<file path="config.mk">
export PLATFORM = sky130hd
export DESIGN_NAME = reg_file_mp_flat
export DESIGN_NICKNAME = d
export VERILOG_FILES = /design/src/rtl/reg_file_mp_pkg.sv /design/src/rtl/reg_file_mp_if.sv /design/src/rtl/reg_file_mp_read_mux.sv /design/src/rtl/reg_file_mp.sv /design/src/flat_wrapper.sv
export SDC_FILE = /design/constraint.sdc
export NUM_CORES = 2
export LEC_CHECK = 0
export ABC_CLOCK_PERIOD_IN_PS = 5500
export BUFFER_PORTS_ARGS = -buffer_cell sky130_fd_sc_hd__buf_2
export CAP_MARGIN = 5
export CORE_MARGIN = 4
export CORE_UTILIZATION = 50
export DETAILED_ROUTE_END_ITERATION = 10
export GPL_TIMING_DRIVEN = 0
export PLACE_DENSITY = 0.76
export SKIP_LAST_GASP = 1
export SLEW_MARGIN = 20
export SYNTH_ARGS = -nofsm -noshare
export SYNTH_HDL_FRONTEND = slang
export SYNTH_SLANG_ARGS = --single-unit
</file>
<file path="constraint.sdc">
create_clock -name clk -period 5.5 [get_ports clk]
set_input_delay 0.825 -clock clk [delete_from_list [all_inputs] [get_ports clk]]
set_output_delay 0.825 -clock clk [all_outputs]
set_load 0.02 [all_outputs]
</file>
<file path="src/rtl/reg_file_mp_pkg.sv">
// ---------------------------------------------------------------------------
// reg_file_mp_pkg
// Shared definitions for the multi-port register file: default geometry,
// the clear/run state encoding and the hard-wired zero register address.
// ---------------------------------------------------------------------------
package reg_file_mp_pkg;

    localparam int DEF_DW   = 32;
    localparam int DEF_AW   = 5;
    localparam int REG_ZERO = 0;

    typedef enum logic {
        CLEAR = 1'b0,
        RUN   = 1'b1
    } rf_state_e;

endpackage

</file>
<file path="src/rtl/reg_file_mp_if.sv">
// ---------------------------------------------------------------------------
// reg_file_mp_if
// Bundles the read and write ports of the register file.
//   RN      : NUM_RD packed read addresses, port i at [i*AW +: AW]
//   RD      : NUM_RD packed read data,     port i at [i*DW +: DW]
//   WEA/WNA/WDA : write port A (wins on address collision)
//   WEB/WNB/WDB : write port B
//   busy    : clear sequence running, writes ignored, reads return 0
//   collide : sticky flag, both ports wrote the same address in one cycle
// master = pipeline side, slave = register file.
// ---------------------------------------------------------------------------
interface reg_file_mp_if #(
    parameter int DW     = 32,
    parameter int AW     = 5,
    parameter int NUM_RD = 2
);
    logic [NUM_RD*AW-1:0] RN;
    logic [NUM_RD*DW-1:0] RD;
    logic                 WEA;
    logic [AW-1:0]        WNA;
    logic [DW-1:0]        WDA;
    logic                 WEB;
    logic [AW-1:0]        WNB;
    logic [DW-1:0]        WDB;
    logic                 busy;
    logic                 collide;

    modport master (
        output RN, WEA, WNA, WDA, WEB, WNB, WDB,
        input  RD, busy, collide
    );

    modport slave (
        input  RN, WEA, WNA, WDA, WEB, WNB, WDB,
        output RD, busy, collide
    );
endinterface

</file>
<file path="src/rtl/reg_file_mp_read_mux.sv">
// ---------------------------------------------------------------------------
// rf_read_mux
// Data selection for one read port.
//   busy      : clear in progress, force 0
//   rn        : read address
//   arr_data  : stored entry at rn
//   wea/wna/wda, web/wnb/wdb : this cycle's write ports, used for bypass
//   rd        : read data
// Priority: busy, zero register, port A bypass, port B bypass, array.
// ---------------------------------------------------------------------------
module rf_read_mux
    import reg_file_mp_pkg::*;
#(
    parameter int DW       = DEF_DW,
    parameter int AW       = DEF_AW,
    parameter int BYPASS   = 1,
    parameter int ZERO_REG = 1
) (
    input  logic          busy,
    input  logic [AW-1:0] rn,
    input  logic [DW-1:0] arr_data,
    input  logic          wea,
    input  logic [AW-1:0] wna,
    input  logic [DW-1:0] wda,
    input  logic          web,
    input  logic [AW-1:0] wnb,
    input  logic [DW-1:0] wdb,
    output logic [DW-1:0] rd
);

    // Port A is checked before port B so a forwarded value always matches
    // what the array will hold after a same-address collision.
    always_comb begin
        rd = arr_data;
        if (busy) begin
            rd = '0;
        end else if ((ZERO_REG != 0) && (rn == AW'(REG_ZERO))) begin
            rd = '0;
        end else if ((BYPASS != 0) && wea && (wna == rn)) begin
            rd = wda;
        end else if ((BYPASS != 0) && web && (wnb == rn)) begin
            rd = wdb;
        end
    end

endmodule

</file>
<file path="src/rtl/reg_file_mp.sv">
// ---------------------------------------------------------------------------
// reg_file_mp
// Parametrised register file with NUM_RD combinational read ports and two
// write ports. After reset a clear sequence walks every entry to zero while
// busy is high; the pipeline must stall until busy drops.
//   clk   : rising-edge clock
//   rst_n : synchronous active-low reset
//   bus   : reg_file_mp_if slave (read/write ports, busy, collide)
// ---------------------------------------------------------------------------
module reg_file_mp
    import reg_file_mp_pkg::*;
#(
    parameter int DW       = DEF_DW,
    parameter int AW       = DEF_AW,
    parameter int NUM_RD   = 2,
    parameter int BYPASS   = 1,
    parameter int ZERO_REG = 1
) (
    input  logic          clk,
    input  logic          rst_n,
    reg_file_mp_if.slave  bus
);

    localparam int DEPTH = 1 << AW;

    logic [DW-1:0]       mem [DEPTH];
    rf_state_e           state;
    logic [AW:0]         clr_idx;
    logic                collide_q;
    logic                wa_ok;
    logic                wb_ok;
    logic                collision;
    logic [NUM_RD*DW-1:0] rd_all;

    // Writes to the zero register are discarded before arbitration, so a
    // double write to address 0 is not counted as a collision.
    always_comb begin
        wa_ok     = (state == RUN) && bus.WEA &&
                    !((ZERO_REG != 0) && (bus.WNA == AW'(REG_ZERO)));
        collision = wa_ok && bus.WEB && (bus.WNA == bus.WNB);
        wb_ok     = (state == RUN) && bus.WEB && !collision &&
                    !((ZERO_REG != 0) && (bus.WNB == AW'(REG_ZERO)));
    end

    // Clear FSM and write ports. Reset only touches control state; the
    // array is wiped afterwards by the CLEAR walk, one entry per cycle.
    always_ff @(posedge clk) begin
        if (!rst_n) begin
            state     <= CLEAR;
            clr_idx   <= '0;
            collide_q <= 1'b0;
        end else begin
            case (state)
                CLEAR: begin
                    mem[clr_idx[AW-1:0]] <= '0;
                    clr_idx              <= clr_idx + 1'b1;
                    if (clr_idx == (AW+1)'(DEPTH - 1)) begin
                        state <= RUN;
                    end
                end
                RUN: begin
                    if (wa_ok) begin
                        mem[bus.WNA] <= bus.WDA;
                    end
                    if (wb_ok) begin
                        mem[bus.WNB] <= bus.WDB;
                    end
                    if (collision) begin
                        collide_q <= 1'b1;
                    end
                end
                default: begin
                    state <= CLEAR;
                end
            endcase
        end
    end

    assign bus.busy    = (state == CLEAR);
    assign bus.collide = collide_q;

    // One selection slice per read port.
    for (genvar i = 0; i < NUM_RD; i++) begin : g_rd
        rf_read_mux #(
            .DW       (DW),
            .AW       (AW),
            .BYPASS   (BYPASS),
            .ZERO_REG (ZERO_REG)
        ) u_mux (
            .busy     (bus.busy),
            .rn       (bus.RN[i*AW +: AW]),
            .arr_data (mem[bus.RN[i*AW +: AW]]),
            .wea      (bus.WEA),
            .wna      (bus.WNA),
            .wda      (bus.WDA),
            .web      (bus.WEB),
            .wnb      (bus.WNB),
            .wdb      (bus.WDB),
            .rd       (rd_all[i*DW +: DW])
        );
    end

    assign bus.RD = rd_all;

endmodule
</file>
<file path="src/flat_wrapper.sv">
// flat-port wrapper written by rule: the top's interface ports become plain ports
module reg_file_mp_flat import reg_file_mp_pkg::*;
#(
    parameter int DW       = DEF_DW,
    parameter int AW       = DEF_AW,
    parameter int NUM_RD   = 2,
    parameter int BYPASS   = 1,
    parameter int ZERO_REG = 1
)
  (clk, rst_n, bus_RN, bus_WEA, bus_WNA, bus_WDA, bus_WEB, bus_WNB, bus_WDB, bus_RD, bus_busy, bus_collide);
  reg_file_mp_if #(.DW(DW), .AW(AW), .NUM_RD(NUM_RD)) bus_i ();
  input  logic clk;
  input  logic rst_n;
  input wire logic [$bits(bus_i.RN)-1:0] bus_RN;
  input wire logic [$bits(bus_i.WEA)-1:0] bus_WEA;
  input wire logic [$bits(bus_i.WNA)-1:0] bus_WNA;
  input wire logic [$bits(bus_i.WDA)-1:0] bus_WDA;
  input wire logic [$bits(bus_i.WEB)-1:0] bus_WEB;
  input wire logic [$bits(bus_i.WNB)-1:0] bus_WNB;
  input wire logic [$bits(bus_i.WDB)-1:0] bus_WDB;
  output wire logic [$bits(bus_i.RD)-1:0] bus_RD;
  output wire logic [$bits(bus_i.busy)-1:0] bus_busy;
  output wire logic [$bits(bus_i.collide)-1:0] bus_collide;
  assign bus_i.RN = bus_RN;
  assign bus_i.WEA = bus_WEA;
  assign bus_i.WNA = bus_WNA;
  assign bus_i.WDA = bus_WDA;
  assign bus_i.WEB = bus_WEB;
  assign bus_i.WNB = bus_WNB;
  assign bus_i.WDB = bus_WDB;
  assign bus_RD = bus_i.RD;
  assign bus_busy = bus_i.busy;
  assign bus_collide = bus_i.collide;
  reg_file_mp #(.DW(DW), .AW(AW), .NUM_RD(NUM_RD), .BYPASS(BYPASS), .ZERO_REG(ZERO_REG)) u_core (.clk(clk), .rst_n(rst_n), .bus(bus_i));
endmodule
</file>
==> results.yml <==
clock_network:
  htreeDepth: 3
  cts-resized-gates: 9
  cts.reportedPaths.clkPinSlew_ns: 0.06
  postCtsHoldBufs: 0
  post_cts_buffers: 0
  insertion_delay_ns: 0.72
  cts.sinks: 1032
  clk_path_buf_depth: 3
  cts_tree: "done"
  numCtsBuffers: 104
  cts_root_buffer: "clkbuf_16"
floorplan:
  ioPinCount: 154
  die_w_um: 354
  coreArea_um2: 118000
  die_area_um2: 125000
  die_height_um: 354
  initial_core_util_pct: 50.5
  rows: 126
synthesis:
  seq_area_frac_synth_pct: 51.7
  synth-main-ff-cell: "edfxtp_1"
  synth-edff-count: 1024
  synth_cells: 4882
  ys_types: 62
  syn_avg_cell_area_um2: 12.2
  ys_warn_count: 0
  netlist_area_um2: 59800
  synth.net_count: 4971
  async_flop_share_pct: 0
  synth_seq_cells: 1032
placement:
  place_ws_ns: -0.548
  port_buffers: 133
  dp_hpwl_um: 182000
  gp_congestion: 1.10
  dpl-instance-area_um2: 63700
timing:
  holdWs_ns: 0.511
  period_needed_ns: 5.75
  fin_ws_ns: -0.251
  skew_ns: 0.0336
  hold_violations: 0
  slew_headroom_pct: 14.9
  fmax_mhz: 174
  rsz0062_at_grt: "no"
  final-setup-viol-count: 25
  worst_pin_slew_ns: 1.28
  finalCritPeriodShare_pct: 105
  slew_viol_final: 0
finish:
  nets: 5249
  layout_commonest_cell: "edfxtp_1"
  fillerInstances: 9342
  area_growth_pct: 12.2
  postLayoutCellArea_um2: 67100
  layout_common_cells: "edfxtp_1, nand2_1, o21ai_0"
  drive_above_1_share_pct: 23.2
routing:
  antenna_left: 0
  vias: 48300
  post_drt_wl_per_cell_um: 34.0
  drcViolationCount: 0
  detail_route.iter0.violations: 9236
  viasPerCell: 7.04
  dr.pass1.iters: 9
  wirelength_um: 233000
status:
  status: "finished, violations left"
  failed_checks: "negative setup slack"
min_path:
  hold_class: "reg2reg"
  hold_path.startpoint: "u_core.clr_idx[5]"
setup_path:
  regToRegEndpoint: "u_core.mem[25][14]"
  r2r.worst_path.cells: 9
  crit_path_start: "bus_RN[7]"
  crit_fanout: 10
  path_cells: "clkdlybuf4s15_1 -> buf_1 -> clkbuf_2 -> mux4_2 -> o22ai_1 -> nor4_1 -> a221o_1 -> buf_2"
  start_kind: "input pin"
  cp-end-kind: "primary output"
  r2r-start: "u_core.state"
  crit_arrival_ns: 4.93
  required_ns: 4.68
  critPathKind: "in2out"
  critPathSlowestCell: "clkdlybuf4s15_1"
  cp-endpoint: "bus_RD[32]"
  r2r_setup_slack_ns: 1.19
  slowest_delay_ns: 0.76
power_and_ir_drop:
  finalPower_uw: 17200
  p_leak_uw: 0.0230
  power_per_cell_area_nw_per_um2: 256
  max-vdd-ir-drop_uv: 281
grt:
  grt_pass1_vias: 45900
  grt.total_usage_pct: 36.3
  overflow: 0
  grt_max_degree: 26
  antenna_found_initial: 24
  grt_pass1_wl_um: 326000
flow_run:
  cap_violations: 0
power breakdown:
part	switching, uW	internal [uW]
Sequential	23.1	8560
Clock	3260	3850
Combinational	1000	484
Total	4280	12900
layout make-up:
class | instances | area [um^2] | share of cell area [%]
Tap cell | 1600 | 2000 | 2.98
Clock buffer | 129 | 2720 | 4.05
Multi-Input combinational cell | 3181 | 26300 | 39.2
Inverter | 34 | 128 | 0.190
Timing Repair Buffer | 172 | 1530 | 2.28
Sequential cell | 1032 | 30900 | 46.1
Antenna cell | 13 | 32.5 | 0.0485
Buffer | 635 | 2870 | 4.28
Clock inverter | 61 | 562 | 0.838
state kept, by name, indices dropped and copies added (netlist names):
signal,count
u_core.mem,1024
u_core.clr_idx,6
u_core.bus.collide,1
u_core.state,1
Yosys cell counts, drive strengths merged (5+ instances only):
| cell type | count | share of area [%] |
|---|---|---|
| mux4 | 510 | 19 |
| a221o | 32 | 0.54 |
| o2bb2ai | 32 | 0.47 |
| edfxtp | 1024 | 51 |
| a211oi | 8 | 0.17 |
| o21bai | 29 | 0.36 |
| a32o | 31 | 0.52 |
| mux2i | 71 | 1.2 |
| o22ai | 128 | 1.3 |
| clkbuf | 356 | 2.2 |
| and3 | 35 | 0.37 |
| nand3 | 25 | 0.21 |
| xnor2 | 9 | 0.13 |
| buf | 279 | 2.5 |
| nor2 | 11 | 0.069 |
| mux2 | 98 | 1.9 |
| a21oi | 26 | 0.24 |
| and2 | 10 | 0.10 |
| a22oi | 62 | 0.78 |
| nor4 | 37 | 0.39 |
| nand2 | 984 | 6.2 |
| xor2 | 20 | 0.29 |
| nand2b | 5 | 0.052 |
| dfxtp | 8 | 0.27 |
| nor2b | 9 | 0.094 |
| o21ai | 969 | 8.1 |
| inv | 34 | 0.21 |
through the flow:
stage / TNS [ns] / utilization, % / instances
2_1_floorplan: 0 / - / 4882
3_3_place_gp: -409.48 / 52.8 / 6615
3_5_place_dp: -1.75 / 53.8 / 6654
4_1_cts: 0 / 56.6 / 6844
5_1_grt: 0 / 56.6 / 6847
6_report: -2.86 / 56.7 / 6857
worst max-delay path: cells and delay by family:
family	cells	cell delay, ns
buf+inv	4	2.40
mux	1	0.42
compound gates	2	1.07
simple gates	1	0.19
worst min-delay path by stage:
| stage | slack, ns | depth (start not counted) | to |
|---|---|---|---|
| 3_3_place_gp | 0.48 | 2 | u_core.clr_idx[5] |
| 6_report | 0.51 | 2 | u_core.clr_idx[5] |
| 4_1_cts | 0.51 | 2 | u_core.clr_idx[5] |
| 2_1_floorplan | 0.46 | 2 | u_core.clr_idx[5] |
| 5_1_grt | 0.57 | 2 | u_core.clr_idx[5] |
| 3_5_place_dp | 0.51 | 2 | u_core.clr_idx[5] |
logic make-up after synthesis:
logic type	count (synthesis)	share of synthesized area (%)
adder cells (fa/ha/maj)	1	0.0209
buffers and inverters	669	4.96
multiplexers	679	22.3
flip-flops	1032	51.7
AO/OA/AOI/OAI	1329	12.7
AND/OR/NAND/NOR	1143	7.90
XOR/XNOR	29	0.425
metal layers:
layer	part of all wire, %	vias up	global-route usage, %
li1	-	19400	-
met5	0.18	-	1.38
met4	7.1	24	20.7
met3	18	789	16.9
met1	32	23500	43.8
met2	43	4548	53.6
(Power assumes the default switching activity.)
